===== src/rtl/tmr_xor_accumulator.sv =====
`default_nettype none
// ============================================================================
//  Module      : tmr_xor_accumulator
//  Description : Triplicated WIDTH-bit XOR accumulator with bitwise majority
//                vote, optional per-cycle scrubbing, copy-disagreement flag,
//                saturating error counter and a test-only upset injector.
//  Revision    : 1.0 - initial release
// ============================================================================
module tmr_xor_accumulator #(
    parameter int                 WIDTH     = 8,
    parameter logic [WIDTH-1:0]   RESET_VAL = '0,
    parameter int                 ERRCNT_W  = 4,
    parameter bit                 SCRUB     = 1'b1
) (
    input  logic                  clk,
    input  logic                  rstn,
    input  logic                  en,
    input  logic [WIDTH-1:0]      in,
    input  logic [2:0]            inj_sel,
    input  logic [WIDTH-1:0]      inj_mask,
    input  logic                  err_clr,
    output logic [WIDTH-1:0]      out,
    output logic                  err,
    output logic [ERRCNT_W-1:0]   err_cnt
);

    localparam logic [ERRCNT_W-1:0] c_ERR_MAX = '1;

    logic [WIDTH-1:0]    r_copy [3];
    logic                r_err;
    logic [ERRCNT_W-1:0] r_errCnt;

    logic [WIDTH-1:0]    w_voted;
    logic [WIDTH-1:0]    w_nxt;
    logic                w_mm;

    assign w_voted = (r_copy[0] & r_copy[1]) | (r_copy[1] & r_copy[2]) | (r_copy[0] & r_copy[2]);
    assign w_mm    = (r_copy[0] != r_copy[1]) | (r_copy[1] != r_copy[2]) | (r_copy[0] != r_copy[2]);
    assign w_nxt   = en ? (w_voted ^ in) : w_voted;

    // Without scrubbing an idle copy keeps its own value, so an upset persists until the next accumulate.
    always_ff @(posedge clk or negedge rstn) begin
        if (!rstn) begin
            for (int i = 0; i < 3; i++) begin
                r_copy[i] <= RESET_VAL;
            end
        end else begin
            for (int i = 0; i < 3; i++) begin
                if (SCRUB || en) begin
                    r_copy[i] <= w_nxt ^ (inj_sel[i] ? inj_mask : '0);
                end else begin
                    r_copy[i] <= r_copy[i] ^ (inj_sel[i] ? inj_mask : '0);
                end
            end
        end
    end

    always_ff @(posedge clk or negedge rstn) begin
        if (!rstn) begin
            r_err    <= 1'b0;
            r_errCnt <= '0;
        end else begin
            r_err <= w_mm;
            if (err_clr) begin
                r_errCnt <= '0;
            end else if (w_mm && (r_errCnt != c_ERR_MAX)) begin
                r_errCnt <= r_errCnt + 1'b1;
            end
        end
    end

    assign out     = w_voted;
    assign err     = r_err;
    assign err_cnt = r_errCnt;

endmodule
`default_nettype wire

===== config.mk =====
export PLATFORM = sky130hd
export DESIGN_NAME = tmr_xor_accumulator
export DESIGN_NICKNAME = d
export VERILOG_FILES = /design/src/rtl/tmr_xor_accumulator.sv
export SDC_FILE = /design/constraint.sdc
export NUM_CORES = 1
export LEC_CHECK = 0
export CORE_ASPECT_RATIO = 0.8
export CORE_MARGIN = 5
export CORE_UTILIZATION = 57
export CTS_CLUSTER_SIZE = 20
export DETAILED_ROUTE_END_ITERATION = 12
export DONT_BUFFER_PORTS = 1
export GPL_TIMING_DRIVEN = 0
export MAX_ROUTING_LAYER = met4
export PLACE_DENSITY = 0.76
export SYNTH_ARGS = -nofsm -noshare
export SYNTH_HDL_FRONTEND = slang
export SYNTH_SLANG_ARGS = --single-unit

===== constraint.sdc =====
create_clock -name clk -period 5.7 [get_ports clk]
set_input_delay 0.285 -clock clk [delete_from_list [all_inputs] [get_ports clk]]
set_output_delay 0.285 -clock clk [all_outputs]
set_load 0.05 [all_outputs]

==> results.py, run 1 <==
metrics = {
    "cells_and_area": {
        "antenna_cells": 0,
        "layout_commonest_cell": "nand2_1",
        "layoutNonFillerInstCount": 212,
        "area_growth_pct": 9.177,
        "nNetsFinal": 221,
        "drive_gt1_share_pct": 4.598,
        "fill_cells": 230,
        "final_cell_mix": "37 x nand2_1, 32 x xnor2_1, 29 x dfrtp_1",
    },
    "timing": {
        "setup_violations": 0,
        "rsz0062_at_grt": "false",
        "fin_setup_tns_ns": 0,
        "period_needed_ns": 2.023,
        "hold_viol_final": 0,
        "finalClockSkew_ns": 0.004634,
        "worst_pin_slew_ns": 0.5812,
        "maxSlewViolCount": 0,
        "max_freq_mhz": 494.3,
        "relSlewSlack_pct": 61.25,
        "fin_crit_sh_pct": 35.49,
    },
    "power_and_ir_drop": {
        "swShare_pct": 48.24,
        "power_leakage_nw": 0.8268,
        "power.share.clock_pct": 12.2,
        "p_sw_mw": 0.6111,
        "internal_power_mw": 0.6557,
        "max-vdd-ir-drop_uv": 355.1,
        "power.density_nw_per_um2": 675.4,
        "power_frac_comb_pct": 56.0,
        "p_total_mw": 1.267,
        "p_seq_share_pct": 31.8,
    },
    "grt": {
        "grt_overflow_total": 0,
        "track_usage_pct": 18.89,
        "grt_pass1_wl_um": 5816,
        "antenna_found_initial": 0,
        "grt_pass1_vias": 1282,
        "grt_max_degree": 30,
    },
    "floorplanning": {
        "fp.dieH_um": 59.10,
        "die_area_um2": 4219,
        "io_pins": 36,
        "core_um2": 2829,
        "start_util_pct": 60.73,
        "die_w_um": 71.38,
        "rows": 17,
    },
    "clock_network": {
        "cts_max_path_buffers": 2,
        "cts_tree": "yes",
        "holdBufCountCts": 2,
        "htree_levels": 2,
        "clkLatencyLatePin_ns": 0.27,
        "cts.clk_slew.worst_paths_ns": 0.06,
        "cts_resized": 0,
        "clock_sinks": 29,
        "cts_root_buffer": "clkbuf_8",
        "postCtsSetupBuffers": 0,
        "numCtsBuffers": 5,
    },
    "routing": {
        "vias_per_cell": 5.769,
        "wl_um": 3430,
        "drtPass1Iterations": 4,
        "drtIter0Drc": 56,
        "post-route-drc-count": 0,
        "wl_met1_um": 1372,
        "vias": 1223,
        "wl_met2_um": 1722,
        "topRoutingLayerUsed": "met4",
        "met3_length_um": 268,
        "drtAntennaViolNets": 0,
        "post_drt_wl_per_cell_um": 16.18,
    },
    "worst_setup_path": {
        "crit_chain": "ha_1 -> or4_1 -> nor2_1 -> a2111oi_1 -> a211oi_1",
        "slowest_delay_ns": 0.56,
        "critPathKind": "flop to flop",
        "cp_data_arrival_time_ns": 2.19,
        "cp_max_fo": 4,
        "critPathLaunchType": "flop",
        "cp.required_ns": 5.87,
        "crit_path_top_delay_cell": "or4_1",
        "endpoint_kind": "flop",
    },
    "logic_synthesis": {
        "synth_area_um2": 1718,
        "synth_seq_area_share_pct": 42.24,
        "synth_area_per_cell_um2": 10.47,
        "synthCells": 164,
        "yosysUniqueCellTypes": 27,
        "syn_nets": 212,
        "ys_seq_elements": 29,
        "yosysWarnings": 0,
    },
    "placement": {
        "io_buffers": 0,
        "dp_cells": 202,
        "gp_congestion": 0.7985,
        "dp_hpwl_um": 2764,
    },
    "run_status": {
        "status": "finished, final reports clean",
    },
    "job": {
        "max_cap_violations": 0,
    },
    "hold_path": {
        "hp-class": "primary input to flop",
    },
}
## layout make-up
cell class	instances	area [µm²]	area share, %
clock buffer	8	80.08	4.270
timing repair buffer	2	30.03	1.601
tap	38	47.55	2.535
buffer	4	15.01	0.8005
inverter	3	11.26	0.6004
multi-input combinational	128	965.9	51.50
sequential	29	725.7	38.69
## cells in the mapped netlist, drive strengths merged
master	n	area share [%]
buf	3	0.66
or2	1	0.51
a2111oi	1	0.58
a211o	1	0.51
o211a	1	0.58
dfrtp	29	42
nor3	1	0.29
a32oi	1	0.51
and4	1	0.51
nor3b	1	0.44
ha	25	18
or4	2	1.1
clkbuf	1	0.22
nand2	37	8.1
a211oi	1	0.44
nor2	1	0.22
nand4	1	0.36
a21oi	2	0.58
nand3	1	0.29
xnor2	32	16
nor4	4	1.5
inv	3	0.66
or3	8	2.9
o21ai	2	0.58
and3	2	0.73
o311ai	2	1.0
## worst max-delay path: cells and delay by family (launching register included)
kind	cells	cell delay (ns)
AOI/OAI and AO/OA	2	0.42
adders and majority gates	1	0.30
DFF	1	0.40
and+or+nand+nor	2	0.80
## power by group through the flow
stage | Sequential, mW | Combinational (mW) | Clock, mW
after floorplan | 0.389 | 0.585 | 0
after global placement | 0.398 | 0.674 | 0
after detailed placement | 0.407 | 0.708 | 0
after CTS | 0.403 | 0.720 | 0.158
after global routing | 0.416 | 0.786 | 0.168
final | 0.403 | 0.709 | 0.154
## per-stage QoR
step / area (µm²) / setup WS [ns] / util (%) / hold slack [ns]
2_1_floorplan: 1718 / 3.873 / - / -0.01059
3_3_place_gp: 1765 / 3.787 / 62.41 / -0.009943
3_5_place_dp: 1765 / 3.685 / 62.41 / -0.01014
4_1_cts: 1876 / 3.676 / 66.30 / 0.07617
5_1_grt: 1876 / 3.579 / 66.30 / 0.06915
6_report: 1876 / 3.677 / 66.30 / 0.08327
## logic make-up after synthesis
| kind of cell | Yosys count | synth area share (%) |
|---|---|---|
| AND/OR/NAND/NOR | 60 | 16.90 |
| XOR/XNOR | 32 | 16.31 |
| flip-flops | 29 | 42.24 |
| adder cells (fa/ha/maj) | 25 | 18.21 |
| AO/OA/AOI/OAI | 11 | 4.808 |
| buffers and inverters | 7 | 1.529 |
## routing by layer
layer  up-vias  track usage, %
li1        580               -
met1       602           19.64
met2        35           31.68
met3         6           7.288
met4         0           9.115
met5         -               -
## flip-flops by register name, summed over array words and instances, names as in the netlist
register and cells:
err 1, r_copy 24, err_cnt 4
## path summary, 6_finish.rpt
path,startpoint,end,slack [ns],cells after the start
max in group asynchronous,rstn,err_cnt[1]$_DFFE_PN0P_,5.10,2
worst max-delay path,r_copy[13]$_DFF_PN0_,err_cnt[2]$_DFFE_PN0P_,3.68,5
worst max register to register,r_copy[13]$_DFF_PN0_,err_cnt[2]$_DFFE_PN0P_,3.68,5
worst min register to register,r_copy[22]$_DFF_PN0_,err$_DFF_PN0_,0.78,4
worst min-delay path,err_clr,err_cnt[2]$_DFFE_PN0P_,0.08,1
min in group asynchronous,rstn,r_copy[16]$_DFF_PN0_,0.44,2
Note: power is estimated with default switching activity, not from simulation.
==> run 2, diff against run 1 <==
--- a/config.mk
+++ b/config.mk
@@ -5,6 +5,7 @@
 export SDC_FILE = /design/constraint.sdc
 export NUM_CORES = 1
 export LEC_CHECK = 0
+export ABC_AREA = 1
 export CORE_ASPECT_RATIO = 0.8
 export CORE_MARGIN = 5
 export CORE_UTILIZATION = 57
@@ -13,7 +14,7 @@
 export DONT_BUFFER_PORTS = 1
 export GPL_TIMING_DRIVEN = 0
 export MAX_ROUTING_LAYER = met4
-export PLACE_DENSITY = 0.76
+export PLACE_DENSITY = 0.79
 export SYNTH_ARGS = -nofsm -noshare
 export SYNTH_HDL_FRONTEND = slang
 export SYNTH_SLANG_ARGS = --single-unit
==> constraint.sdc (replaced) <==
create_clock -name clk -period 1.6 [get_ports clk]
set_input_delay 0.08 -clock clk [delete_from_list [all_inputs] [get_ports clk]]
set_output_delay 0.08 -clock clk [all_outputs]
set_load 0.05 [all_outputs]
==> run 2 against run 1 <==
  * Hold slack improved by 0.0018 ns
  * Flip-flop and latch count did not move
  * Power rose to 3.8 times the previous value
  * Sequential power rose to 3.3 times the previous value
  * Register-to-register slack got worse by 3.6 ns
  * Combinational power rose to 4.1 times the previous value
  * Fmax rose by 29%
  * Cell count rose by 20%
  * Global-route usage fell by 0.54 points
  * Clock-buffer cell count fell by 2
  * Clock power rose to 3.7 times the previous value
  * Largest cell class unchanged
  * Largest power group unchanged
==> results.py, run 2 <==
metrics = {
    "timing": {
        "period_needed_ns": 1.565,
        "finalClockSkew_ns": 0.006587,
        "maxSlewViolCount": 0,
        "fin_crit_sh_pct": 97.79,
        "fin_hold_ws_ns": 0.08508,
        "setup_violations": 0,
        "rsz0062_at_grt": "true",
        "hold_viol_final": 0,
        "relSlewSlack_pct": 59.72,
        "max_freq_mhz": 639.1,
        "worst_pin_slew_ns": 0.6043,
    },
    "logic_synthesis": {
        "synth_area_um2": 1979,
        "syn_nets": 241,
        "synth_top_area_share_pct": 36.66,
        "synth.top_cells.by_count": "46 x nand2_1, 29 x dfrtp_1, 25 x ha_1",
        "synth_area_per_cell_um2": 10.26,
        "synth-compound-area-share_pct": 0.3793,
        "synth-xor-area-share_pct": 21.74,
        "synthMostInstantiatedCell": "nand2_1",
        "synth_top_family_by_area": "simple AND/OR/NAND/NOR gates",
        "yosys-top-cells-area": "dfrtp_1 37%, ha_1 16%, xor2_4 11%",
        "synth-adder-area-share_pct": 15.80,
        "ys_seq_elements": 29,
        "synth-edff-count": 0,
        "yosysTopAreaCell": "dfrtp_1",
        "async_flop_share_pct": 100.0,
        "synthFlopType": "dfrtp_1",
        "synth_seq_area_share_pct": 36.66,
        "yosysWarnings": 0,
        "synth-simple-area-share_pct": 22.00,
        "synth_mux_area_share_pct": 0,
        "yosysUniqueCellTypes": 17,
        "synthCells": 193,
    },
    "routing": {
        "drtIter0Drc": 86,
        "vias": 1326,
        "drtAntennaViolNets": 0,
        "wl_um": 3826,
        "post_drt_wl_per_cell_um": 15.06,
        "drtPass1Iterations": 4,
        "vias_per_cell": 5.220,
        "post-route-drc-count": 0,
    },
    "worst_setup_path": {
        "endpoint_kind": "flop",
        "reg2reg_depth": 8,
        "r2r_end": "err_cnt[0]$_DFFE_PN0P_",
        "rrSetupSlack_ns": 0.04,
        "crit_path_top_delay_cell": "dfrtp_1",
        "critPathKind": "flop to flop",
        "cp.required_ns": 1.77,
        "cp_max_fo": 4,
        "critPathLaunchType": "flop",
        "cp_data_arrival_time_ns": 1.74,
        "crit_chain": "ha_1 -> nor2_1 -> nand2_1 -> nor2_2 -> nand3_4 -> buf_6 -> nand4_1 -> nand2_1",
        "cp_common_cell": "nand2_1",
        "slowest_delay_ns": 0.39,
        "r2r_start": "r_copy[7]$_DFF_PN0_",
    },
    "job": {
        "max_cap_violations": 0,
    },
    "floorplanning": {
        "rows": 19,
        "die_area_um2": 4758,
        "io_pins": 36,
        "start_util_pct": 58.23,
        "die_w_um": 75.89,
        "core_um2": 3400,
        "fp.dieH_um": 62.71,
    },
    "power_and_ir_drop": {
        "max-vdd-ir-drop_uv": 951.4,
        "power_leakage_nw": 1.044,
        "power.density_nw_per_um2": 2110,
    },
    "grt": {
        "grt_overflow_total": 0,
        "grt_pass1_vias": 1391,
        "antenna_found_initial": 0,
        "grt_pass1_wl_um": 6403,
        "track_usage_pct": 18.35,
        "grt_max_degree": 30,
    },
    "clock_network": {
        "cts_tree": "yes",
        "clock_sinks": 29,
        "numCtsBuffers": 5,
        "cts.clk_slew.worst_paths_ns": 0.06,
        "htree_levels": 2,
        "cts_root_buffer": "clkbuf_8",
        "clkLatencyLatePin_ns": 0.28,
        "cts_max_path_buffers": 2,
    },
    "hold_path": {
        "min_path_cells": 3,
        "hp-start": "err_clr",
        "min_to": "err_cnt[3]$_DFFE_PN0P_",
        "hp-class": "primary input to flop",
    },
    "placement": {
        "dp_cells": 235,
        "dp_hpwl_um": 2730,
        "io_buffers": 0,
        "gp_congestion": 0.8213,
        "dpl_cell_area_um2": 2032,
    },
    "cells_and_area": {
        "layout_commonest_cell": "nand2_1",
        "nNetsFinal": 259,
        "largest_reg_flops": 24,
        "antenna_cells": 0,
        "regMostFlops": "r_copy",
        "final_area_um2": 2288,
        "final_cell_mix": "38 x nand2_1, 27 x dfrtp_1, 25 x ha_1",
        "fill_cells": 273,
        "area_growth_pct": 15.61,
        "layoutNonFillerInstCount": 254,
        "drive_gt1_share_pct": 20.75,
    },
    "run_status": {
        "status": "finished, final reports clean",
    },
}
[run 2: cell count changes after synthesis, sizes merged, moves of 4 or more]
cell	before	now
inv	3	12
xnor2	32	0
xor2	0	32
or3	8	0
nor2	1	25
nand3	1	5
nand4	1	5
nor4	4	0
nand2	37	55
[run 2: how the worst max path moves through the flow]
stage	from	to	slack [ns]
finish	r_copy[7]$_DFF_PN0_	err_cnt[0]$_DFFE_PN0P_	0.04
global route	r_copy[7]$_DFF_PN0_	err_cnt[0]$_DFFE_PN0P_	-0.03
CTS	r_copy[15]$_DFF_PN0_	err_cnt[2]$_DFFE_PN0P_	0.04
detailed placement	r_copy[4]$_DFF_PN0_	r_copy[12]$_DFF_PN0_	-0.12
global placement	r_copy[8]$_DFF_PN0_	r_copy[8]$_DFF_PN0_	-0.07
floorplan	r_copy[2]$_DFF_PN0_	r_copy[10]$_DFF_PN0_	0.004
[run 2: per-layer routing]
metal / GRT usage, % / vias to the layer above / wire, µm / part of all wire (%)
li1: - / 637 / - / -
met1: 21.89 / 647 / 1537 / 40
met2: 28.85 / 34 / 2000 / 52
met3: 5.788 / 8 / 224 / 5.9
met4: 6.332 / 0 / 64 / 1.7
met5: - / - / 0 / 0
[run 2: what timing repair did]
action | CTS | global route
buffers inserted | 0 | 1
hold buffers | 10 | 0
gates resized for setup | 10 | 9
hold endpoints to repair | 53 | 0
setup endpoints to repair | 28 | 5
pin swaps | 0 | 9
[run 2: cell families (layout without fill, tap and decap cells)]
group | after synthesis | count (layout)
and+or+nand+nor | 90 | 90
adders and majority gates | 25 | 25
DFF | 29 | 29
xor gates and xnor gates | 32 | 32
buffers and inverters | 16 | 35
AOI/OAI and AO/OA | 1 | 1
[run 2: cell type report]
type                            count  area, µm²  area share, %
Multi-Input combinational cell    148       1236          54.02
Sequential cell                    29      728.2          31.82
Timing Repair Buffer               11      121.4          5.303
Clock buffer                        6      72.57          3.171
Tap cell                           42      52.55          2.296
Inverter                           12      45.04          1.968
Buffer                              4      22.52         0.9841
Clock inverter                      2      10.01         0.4374
[run 2: power breakdown]
part | leakage [nW] | internal (mW) | switching (mW)
Sequential | 0.335 | 1.08 | 0.235
Combinational | 0.663 | 0.963 | 1.97
Clock | 0.0450 | 0.300 | 0.275
[run 2: worst max-delay path, delay by kind of cell (launching register included)]
kind / cells / cell delay [ns]
simple gates: 6 / 0.62
fa+ha+maj: 1 / 0.30
buf+inv: 1 / 0.14
flops: 1 / 0.39
[run 2: stage by stage]
step	utilization (%)	power [mW]	TNS [ns]	setup WS (ns)
after global placement	59.77	3.877	-1.285	-0.07385
after floorplan	-	3.580	0	0.003804
final	67.32	4.828	0	0.03542
after detailed placement	59.77	4.041	-2.092	-0.1164
after global routing	67.32	5.217	-0.07904	-0.03061
after CTS	66.10	4.769	0	0.03606
